`src/rtl/alu_types.sv`:
```
// Shared ALU operation encoding used by the arbiter, the ALU and
// its requesters. Encoding 0 (ADD) is the reset value of the ALU input.
package alu_types_pkg;

   typedef enum logic [3:0] {
      ALU_ADD  = 4'd0,
      ALU_SUB  = 4'd1,
      ALU_AND  = 4'd2,
      ALU_OR   = 4'd3,
      ALU_XOR  = 4'd4,
      ALU_SLL  = 4'd5,
      ALU_SRL  = 4'd6,
      ALU_SRA  = 4'd7,
      ALU_SLT  = 4'd8,
      ALU_SLTU = 4'd9
   } alu_control_t;

endpackage

```
`src/rtl/alu_arbiter.sv`:
```
// Round-robin share of one combinational ALU between two requesters.
// Ports: clk/rst; req0/req1 valid/ready + a/b/control; rsp0/rsp1
// valid/ready + result/overflow/zero/equal; alu_a/alu_b/alu_control out
// to the ALU, alu_result/alu_overflow/alu_zero/alu_equal back from it.
module alu_arbiter
   import alu_types_pkg::*;
#(
   parameter int N = 32
) (
   input  logic         clk,
   input  logic         rst,
   input  logic         req0_valid,
   output logic         req0_ready,
   input  logic [N-1:0] req0_a,
   input  logic [N-1:0] req0_b,
   input  alu_control_t req0_control,
   input  logic         req1_valid,
   output logic         req1_ready,
   input  logic [N-1:0] req1_a,
   input  logic [N-1:0] req1_b,
   input  alu_control_t req1_control,
   output logic         rsp0_valid,
   input  logic         rsp0_ready,
   output logic [N-1:0] rsp0_result,
   output logic         rsp0_overflow,
   output logic         rsp0_zero,
   output logic         rsp0_equal,
   output logic         rsp1_valid,
   input  logic         rsp1_ready,
   output logic [N-1:0] rsp1_result,
   output logic         rsp1_overflow,
   output logic         rsp1_zero,
   output logic         rsp1_equal,
   output logic [N-1:0] alu_a,
   output logic [N-1:0] alu_b,
   output alu_control_t alu_control,
   input  logic [N-1:0] alu_result,
   input  logic         alu_overflow,
   input  logic         alu_zero,
   input  logic         alu_equal
);

   typedef enum logic [1:0] {IDLE, EXECUTE, RESPOND} state_t;

   state_t       state_q, state_d;
   logic         prio_q, prio_d;
   logic         owner_q, owner_d;
   logic [N-1:0] a_q, a_d;
   logic [N-1:0] b_q, b_d;
   alu_control_t ctrl_q, ctrl_d;
   // Per-port response registers: the non-owner keeps its old data.
   logic [N-1:0] res0_q, res0_d;
   logic [N-1:0] res1_q, res1_d;
   logic [2:0]   flg0_q, flg0_d;
   logic [2:0]   flg1_q, flg1_d;

   logic gnt0, gnt1, accept, rsp_hs;

   // prio only breaks ties; a lone requester always wins.
   assign gnt0 = req0_valid & (~req1_valid | ~prio_q);
   assign gnt1 = req1_valid & (~req0_valid | prio_q);

   assign req0_ready = (state_q == IDLE) & gnt0;
   assign req1_ready = (state_q == IDLE) & gnt1;

   assign accept = (req0_valid & req0_ready) | (req1_valid & req1_ready);
   assign rsp_hs = owner_q ? rsp1_ready : rsp0_ready;

   always_comb begin
      state_d = state_q;
      prio_d  = prio_q;
      owner_d = owner_q;
      a_d     = a_q;
      b_d     = b_q;
      ctrl_d  = ctrl_q;
      res0_d  = res0_q;
      res1_d  = res1_q;
      flg0_d  = flg0_q;
      flg1_d  = flg1_q;
      unique case (state_q)
         IDLE: begin
            if (accept) begin
               state_d = EXECUTE;
               owner_d = req1_ready;
               prio_d  = ~req1_ready;
               a_d     = req1_ready ? req1_a : req0_a;
               b_d     = req1_ready ? req1_b : req0_b;
               ctrl_d  = req1_ready ? req1_control : req0_control;
            end
         end
         EXECUTE: begin
            state_d = RESPOND;
            if (owner_q) begin
               res1_d = alu_result;
               flg1_d = {alu_overflow, alu_zero, alu_equal};
            end else begin
               res0_d = alu_result;
               flg0_d = {alu_overflow, alu_zero, alu_equal};
            end
         end
         RESPOND: begin
            if (rsp_hs) state_d = IDLE;
         end
         default: state_d = IDLE;
      endcase
   end

   always_ff @(posedge clk or posedge rst) begin
      if (rst) begin
         state_q <= IDLE;
         prio_q  <= 1'b0;
         owner_q <= 1'b0;
         a_q     <= '0;
         b_q     <= '0;
         ctrl_q  <= alu_control_t'('0);
         res0_q  <= '0;
         res1_q  <= '0;
         flg0_q  <= '0;
         flg1_q  <= '0;
      end else begin
         state_q <= state_d;
         prio_q  <= prio_d;
         owner_q <= owner_d;
         a_q     <= a_d;
         b_q     <= b_d;
         ctrl_q  <= ctrl_d;
         res0_q  <= res0_d;
         res1_q  <= res1_d;
         flg0_q  <= flg0_d;
         flg1_q  <= flg1_d;
      end
   end

   // Valid decodes straight from state so reset drops it at once.
   assign rsp0_valid = (state_q == RESPOND) & ~owner_q;
   assign rsp1_valid = (state_q == RESPOND) & owner_q;

   assign rsp0_result = res0_q;
   assign rsp1_result = res1_q;
   assign {rsp0_overflow, rsp0_zero, rsp0_equal} = flg0_q;
   assign {rsp1_overflow, rsp1_zero, rsp1_equal} = flg1_q;

   assign alu_a       = a_q;
   assign alu_b       = b_q;
   assign alu_control = ctrl_q;

endmodule

```
`config.mk`:
```
export PLATFORM = sky130hd
export DESIGN_NAME = alu_arbiter
export DESIGN_NICKNAME = d
export VERILOG_FILES = /design/src/rtl/alu_types.sv /design/src/rtl/alu_arbiter.sv
export SDC_FILE = /design/constraint.sdc
export NUM_CORES = 1
export LEC_CHECK = 0
export CORE_MARGIN = 3
export CORE_UTILIZATION = 41
export CTS_BUF_LIST = sky130_fd_sc_hd__clkbuf_8
export CTS_CLUSTER_DIAMETER = 40
export DETAILED_ROUTE_END_ITERATION = 6
export GPL_TIMING_DRIVEN = 0
export PLACE_DENSITY_LB_ADDON = 0.15
export SLEW_MARGIN = 40
export SYNTH_ARGS = -nofsm -noshare
export SYNTH_HDL_FRONTEND = slang
export SYNTH_SLANG_ARGS = --single-unit
```
`constraint.sdc`:
```
create_clock -name clk -period 6 [get_ports clk]
set_clock_uncertainty 0.1 [all_clocks]
set_input_delay 1.8 -clock clk [delete_from_list [all_inputs] [get_ports clk]]
set_output_delay 1.8 -clock clk [all_outputs]
set_load 0.01 [all_outputs]
```
After elaboration in Yosys (flattened, before gate mapping)
Index checks and enable logic that the tools add are counted.
{"block": "op_classes", "n_eq_ne": 4, "mux": 7, "n_bitwise": 16, "reduce_logical": 5}
{"cell": "$mux W32", "n": 2}
{"cell": "$and A1 B1 Y1", "n": 8}
{"cell": "$reduce_and A2 Y1", "n": 4}
{"cell": "$pmux W2 S3", "n": 1}
{"cell": "$not A1 Y1", "n": 5}
{"cell": "$mux W2", "n": 2}
{"cell": "$mux W4", "n": 1}
{"cell": "$ne A2 B2 Y1 const B", "n": 2}
{"cell": "$or A1 B1 Y1", "n": 3}
{"cell": "$eq A2 B1 Y1 const B", "n": 1}
{"cell": "$eq A2 B2 Y1 const B", "n": 1}
{"cell": "$logic_not A2 Y1", "n": 1}
{"cell": "$mux W1", "n": 1}
{"block": "totals", "register_bits": 142, "input_bits": 177, "output_inout_bits": 142, "wordCells": 42}

Depth between registers and ports, before layout
Gate-level depths: netlist of run 1.
{"block": "logic_depth", "ltp_word": 8, "mapped_depth": 6, "depth_no_buf": 4}

Least setup slack after synthesis of run 1
No wires, ideal clock.
{"block": "synth_timing", "path_kind": "input -> output", "start": "in req1_valid", "end": "out req1_ready", "t_arrival_ns": 2.742, "t_required_ns": 4.100, "slack_ns": 1.358, "path_stages": 5, "n_path_buf": 2, "cell_sequence": "or3b_4 or2_4 clkinv_2 buf_6 buf_6"}
{"block": "synth_via", "elab_chain_cells": 2}
{"element": "from (decl)", "line_no": "alu_arbiter.sv:17", "source": "input logic req1_valid,"}
{"element": "$and A1 B1 Y1", "line_no": "alu_arbiter.sv:61", "source": "assign gnt1 = req1_valid & (~req0_valid | prio_q);"}
{"element": "$and A1 B1 Y1", "line_no": "alu_arbiter.sv:64", "source": "assign req1_ready = (state_q == IDLE) & gnt1;"}
{"element": "to (decl)", "line_no": "alu_arbiter.sv:18", "source": "output logic req1_ready,"}
No other way between the ends.

Worst setup path in the final report of run 1
Same ends and word-level chain as after synthesis.

==> flow_metrics.py, run 1 <==
metrics = {
    "run_status": {
        "status": "finished, final reports clean",
    },
    "cts": {
        "cts-root-buf": "clkbuf_8",
        "cts_buffer_depth": 2,
        "ctsResizeCount": 0,
        "path_clk_slew_ns": 0.07,
        "clock_latency_ns": 0.45,
        "cts_tree": "yes",
        "post_cts_buffers": 0,
        "numCtsBuffers": 17,
        "cts_hold_buf": 0,
        "cts_sinks": 142,
        "h-tree-depth": 4,
    },
    "timing": {
        "max_freq_ghz": 0.169,
        "finalHoldViolCount": 0,
        "final-setup-viol-count": 0,
        "fin_crit_ns": 5.91,
        "max-slew-margin-rel": 0.574,
        "rsz0062_at_grt": "no",
        "tns_ns": 0,
        "hold-worst-slack_ns": 0.409,
        "worst_slack_ns": 0.0928,
        "fin_crit_sh": 0.985,
        "slew_violations": 0,
        "worst_pin_slew_ns": 0.635,
    },
    "detailed_routing": {
        "wire_per_inst_um": 20.5,
        "final_antenna_net_count": 0,
        "drt-initial-drc-count": 252,
        "vias_per_cell": 5.33,
        "drc": 0,
        "firstDrtPassIters": 4,
        "drt_wl_total_mm": 19.9,
        "route.vias.total": 5176,
    },
    "logic_synthesis": {
        "ys_seq_area_frac": 0.596,
        "synthMuxAreaShare": 0.134,
        "synth_compound_area_frac": 0.137,
        "postSynthCellCount": 440,
        "syn_nets": 617,
        "ys_ff_latch": 142,
        "synth_area_per_cell_um2": 13.5,
        "synthAdderAreaFrac": 0,
        "yosys.area_share.simple": 0.0999,
        "yosysUniqueCellTypes": 24,
        "yosysWarnings": 0,
        "syn_area_um2": 5960,
        "synth_top_family_by_area": "compound AO/OA/AOI/OAI gates",
        "synthXorXnorAreaFrac": 0,
    },
    "placed_design": {
        "dpl.hpwl_mm": 15.4,
        "dp_cells": 939,
        "place.gp.congestion": 0.846,
        "dpl_cell_area_um2": 9400,
        "dpl_worst_slack_ns": 0.0915,
        "io_buffers": 318,
    },
    "global_routing": {
        "gr-total-overflow": 0,
        "grt_max_degree": 81,
        "first_global_vias": 5545,
        "grt_pass1_wl_mm": 31.0,
        "grt_util_all_layers": 0.249,
        "grt_antenna_before_repair": 0,
    },
    "floorplanning": {
        "start_util": 0.424,
        "row_count": 43,
        "core_um2": 14000,
        "die_area_um2": 16000,
        "die_x_um": 127,
        "die_h_um": 127,
        "pin_count": 319,
    },
    "cells_and_area": {
        "nets": 955,
        "final_common_cell": "clkdlybuf4s50_1",
        "n_antenna_cell": 0,
        "final_util": 0.701,
        "post-route-cell-area_um2": 9840,
        "layout-drive-gt1-share": 0.161,
        "fill_cells": 995,
        "fin_cells": 971,
        "syn_to_final_growth_pct": 65.2,
        "final_cell_mix": "clkdlybuf4s50_1 (318), dfrtp_1 (142), mux2_2 (71), and3_1 (68), a221o_1 (52)",
    },
    "power_and_ir_drop": {
        "vdd_drop_max_mv": 0.216,
        "p_per_area_nw_per_um2": 520,
        "power_mw": 5.12,
        "power.leakage_nw": 4.25,
    },
    "hold_path": {
        "hold_class": "flip-flop to flip-flop",
    },
    "critical_path": {
        "critPathLaunchType": "input port",
        "critPathRequiredTime_ns": 4.10,
        "endpoint_kind": "output pin",
        "cp.arrival_ns": 4.01,
        "critPathKind": "input port to output pin",
        "critPathMaxFanout": 10,
    },
    "run": {
        "maxCapViolations": 0,
    },
}
-- power breakdown --
part | leakage (nW) | internal [mW] | switching, mW
registers | 1.70 | 1.45 | 0.281
clock network | 0.203 | 0.462 | 0.375
logic | 2.35 | 1.51 | 1.04
total | 4.25 | 3.42 | 1.70
-- state kept, by name, indices dropped and copies added, names as in the netlist --
signal	cells
flg0_q	3
alu_control	4
state_q	2
prio_q	1
rsp1_result	32
rsp0_result	32
flg1_q	3
alu_b	32
alu_a	32
owner_q	1
-- cell usage after synthesis --
cell type,instances,share of area
o21ai_1,1,0.00084
clkbuf_1,23,0.014
o21a_1,1,0.0013
and2_1,1,0.0011
mux2_2,71,0.13
a211oi_2,1,0.0021
nor2_1,3,0.0019
clkinv_2,1,0.00084
or2_2,1,0.0011
buf_6,2,0.0038
nand2b_1,2,0.0021
a221o_1,52,0.087
buf_2,14,0.012
nor2_2,1,0.0011
a21boi_0,16,0.020
o21ai_0,2,0.0017
or3b_4,1,0.0019
o31a_1,16,0.024
inv_1,3,0.0019
dfrtp_1,142,0.60
and3_1,68,0.071
or2_4,1,0.0015
or3_1,16,0.017
and2b_1,1,0.0013
-- critical path, cell delays in order --
cell             delay [ns]
clkdlybuf4s50_1        0.51
or3b_4                 0.45
or2_4                  0.27
clkinv_2               0.11
buf_6                  0.16
buf_6                  0.15
clkdlybuf4s50_1        0.55
-- per-layer routing --
metal	share of wire	up-vias	global-route usage
met5	0	-	0
met4	0.027	0	0.102
met3	0.080	37	0.0775
met2	0.51	242	0.421
met1	0.38	2540	0.294
li1	-	2357	-
-- worst paths after layout --
| path | startpoint | endpoint | slack, ns | cells past startpoint |
|---|---|---|---|---|
| max | req1_valid | req1_ready | 0.09 | 7 |
| max in group asynchronous | rst | rsp0_result[27]$_DFFE_PP0P_ | 3.40 | 3 |
| max reg2reg | state_q[1]$_DFFE_PP0P_ | rsp0_result[20]$_DFFE_PP0P_ | 4.03 | 4 |
| min reg2reg | rsp1_result[22]$_DFFE_PP0P_ | rsp1_result[22]$_DFFE_PP0P_ | 0.41 | 1 |
| min in group asynchronous | rst | alu_a[1]$_DFFE_PP0P_ | 1.67 | 2 |
| min | rsp1_result[22]$_DFFE_PP0P_ | rsp1_result[22]$_DFFE_PP0P_ | 0.41 | 1 |
-- cells by family after synthesis --
group	Yosys count
flip-flops	142
AND/OR/NAND/NOR	95
AO/OA/AOI/OAI	89
multiplexers	71
buffers and inverters	43
-- layout make-up --
type | instances | area, µm² | area share
Multi-Input combinational cell | 255 | 2210 | 0.225
Sequential cell | 142 | 3550 | 0.361
Timing Repair Buffer | 319 | 3210 | 0.326
Tap cell | 180 | 225 | 0.0229
Clock inverter | 14 | 193 | 0.0196
Buffer | 39 | 179 | 0.0182
Inverter | 4 | 23.8 | 0.00242
Clock buffer | 18 | 248 | 0.0252
No activity file was read; power rests on OpenSTA's default activity.
==> run 2: changes to the inputs <==
--- a/config.mk
+++ b/config.mk
@@ -11,6 +11,7 @@
 export CTS_CLUSTER_DIAMETER = 40
 export DETAILED_ROUTE_END_ITERATION = 6
 export GPL_TIMING_DRIVEN = 0
+export MAX_ROUTING_LAYER = met4
 export PLACE_DENSITY_LB_ADDON = 0.15
 export SLEW_MARGIN = 40
 export SYNTH_ARGS = -nofsm -noshare
==> run 2 against run 1 <==
Compared with the run above:
- routed wire length decreased by 0.14%
- combinational power is essentially flat
- final area stayed put
- die area is the same
- clock power about the same
- non-clock buffer count unchanged
- flip-flop and latch count is the same
- sequential share of layout area did not move
==> flow_metrics.py, run 2 (synthesized netlist as in run 1, its figures left out) <==
metrics = {
    "cells_and_area": {
        "layout-drive-gt1-share": 0.161,
        "fill_cells": 995,
        "final_cell_mix": "clkdlybuf4s50_1 (318), dfrtp_1 (142), mux2_2 (71), and3_1 (68), a221o_1 (52)",
        "syn_to_final_growth_pct": 65.2,
        "final_common_cell": "clkdlybuf4s50_1",
        "n_antenna_cell": 0,
        "nets": 955,
        "final_util": 0.701,
    },
    "timing": {
        "max-slew-margin-rel": 0.561,
        "final-setup-viol-count": 0,
        "fin_crit_ns": 5.91,
        "rsz0062_at_grt": "no",
        "fin_crit_sh": 0.985,
        "finalHoldViolCount": 0,
        "worst_pin_slew_ns": 0.654,
        "slew_violations": 0,
        "max_freq_ghz": 0.169,
        "tns_ns": 0,
    },
    "critical_path": {
        "critical-path-top-delay-family": "buffers and inverters",
        "slowest_delay_ns": 0.55,
        "endpoint_kind": "output pin",
        "r2r-start": "state_q[1]$_DFFE_PP0P_",
        "critPathKind": "input port to output pin",
        "critPathMaxFanout": 10,
        "cp_slowest_cell": "clkdlybuf4s50_1",
        "crit_path_cell_trace": "clkdlybuf4s50_1 > or3b_4 > or2_4 > clkinv_2 > buf_6 > buf_6 > clkdlybuf4s50_1",
        "r2r_cells": 5,
        "path_buf_inv": 5,
        "critPathRequiredTime_ns": 4.10,
        "rrSetupSlack_ns": 4.04,
        "cp.arrival_ns": 4.01,
        "r2r_end": "alu_a[22]$_DFFE_PP0P_",
        "critPathLaunchType": "input port",
    },
    "detailed_routing": {
        "wire_per_inst_um": 20.5,
        "vias_per_cell": 5.33,
        "route.vias.total": 5180,
        "drt_wl_total_mm": 19.9,
        "final_antenna_net_count": 0,
        "drt-initial-drc-count": 229,
        "firstDrtPassIters": 4,
        "drc": 0,
    },
    "run": {
        "maxCapViolations": 0,
    },
    "placed_design": {
        "dpl.hpwl_mm": 15.4,
        "io_buffers": 318,
        "place.gp.congestion": 0.859,
    },
    "power_and_ir_drop": {
        "power.leakage_nw": 4.25,
        "p_per_area_nw_per_um2": 520,
        "vdd_drop_max_mv": 0.215,
    },
    "floorplanning": {
        "die_area_um2": 16000,
        "die_x_um": 127,
        "start_util": 0.424,
        "row_count": 43,
        "core_um2": 14000,
        "die_h_um": 127,
        "pin_count": 319,
    },
    "global_routing": {
        "grt_max_degree": 81,
        "first_global_vias": 5560,
        "grt_util_all_layers": 0.257,
        "gr-total-overflow": 0,
        "grt_pass1_wl_mm": 31.0,
        "grt_antenna_before_repair": 0,
    },
    "hold_path": {
        "hold_end": "flg1_q[1]$_DFFE_PP0P_",
        "hold_depth": 1,
        "hold_class": "flip-flop to flip-flop",
        "worstHoldStart": "flg1_q[1]$_DFFE_PP0P_",
    },
    "cts": {
        "clock_latency_ns": 0.44,
        "cts_buffer_depth": 2,
        "post_cts_buffers": 0,
        "h-tree-depth": 4,
        "cts_sinks": 142,
        "numCtsBuffers": 17,
        "cts-root-buf": "clkbuf_8",
        "cts_tree": "yes",
        "path_clk_slew_ns": 0.08,
        "cts_hold_buf": 0,
        "ctsResizeCount": 0,
    },
    "run_status": {
        "status": "finished, final reports clean",
    },
}
-- run 2: metal layers --
metal	up-vias	part of all wire	routed length [µm]	track usage
li1	2357	-	-	-
met4	0	0.028	556	0.100
met3	42	0.075	1500	0.0720
met5	-	0	0	-
met1	2533	0.38	7630	0.302
met2	248	0.51	10200	0.420
-- run 2: report_power, final --
part / internal [mW] / total (mW) / switching, mW / leakage [nW]
combinational: 1.51 / 2.55 / 1.04 / 2.35
clock: 0.463 / 0.837 / 0.374 / 0.203
sequential: 1.45 / 1.73 / 0.281 / 1.70
total: 3.42 / 5.12 / 1.69 / 4.25
-- run 2: area by class of cell --
cell class | count | area (µm²) | area share
well taps | 180 | 225 | 0.0229
inverters | 4 | 23.8 | 0.00242
repair buffers | 319 | 3210 | 0.326
plain buffers | 39 | 179 | 0.0182
flip-flops and latches | 142 | 3550 | 0.361
clock inverters | 14 | 193 | 0.0196
clock buffers | 18 | 248 | 0.0252
multi-input cells | 255 | 2210 | 0.225
-- run 2: per-stage QoR --
step	hold WS [ns]	power [mW]	area [µm²]	cells	setup slack (ns)
2_1_floorplan	0.399	2.89	5960	440	0.290
4_1_cts	0.412	5.17	9840	971	0.0847
6_report	0.409	5.12	9840	971	0.0930
5_1_grt	0.424	5.41	9840	971	0.0415
3_3_place_gp	0.386	4.23	9370	938	-1.49
3_5_place_dp	0.395	4.31	9400	939	0.0915
-- run 2: worst max-delay path by stage --
stage,start,slack [ns],endpoint,cells past startpoint
floorplan,rst,0.29,alu_a[0]$_DFFE_PP0P_,1
global placement,rst,-1.49,alu_a[22]$_DFFE_PP0P_,2
detailed placement,req1_valid,0.09,req1_ready,7
CTS,req1_valid,0.08,req1_ready,7
global route,req1_valid,0.04,req1_ready,7
finish,req1_valid,0.09,req1_ready,7
-- run 2: worst reg2reg max path, delay by kind of cell (launching register included) --
kind,cells,cell delay [ns]
AOI/OAI and AO/OA,3,0.76
buffers and inverters,2,0.55
DFF,1,0.44
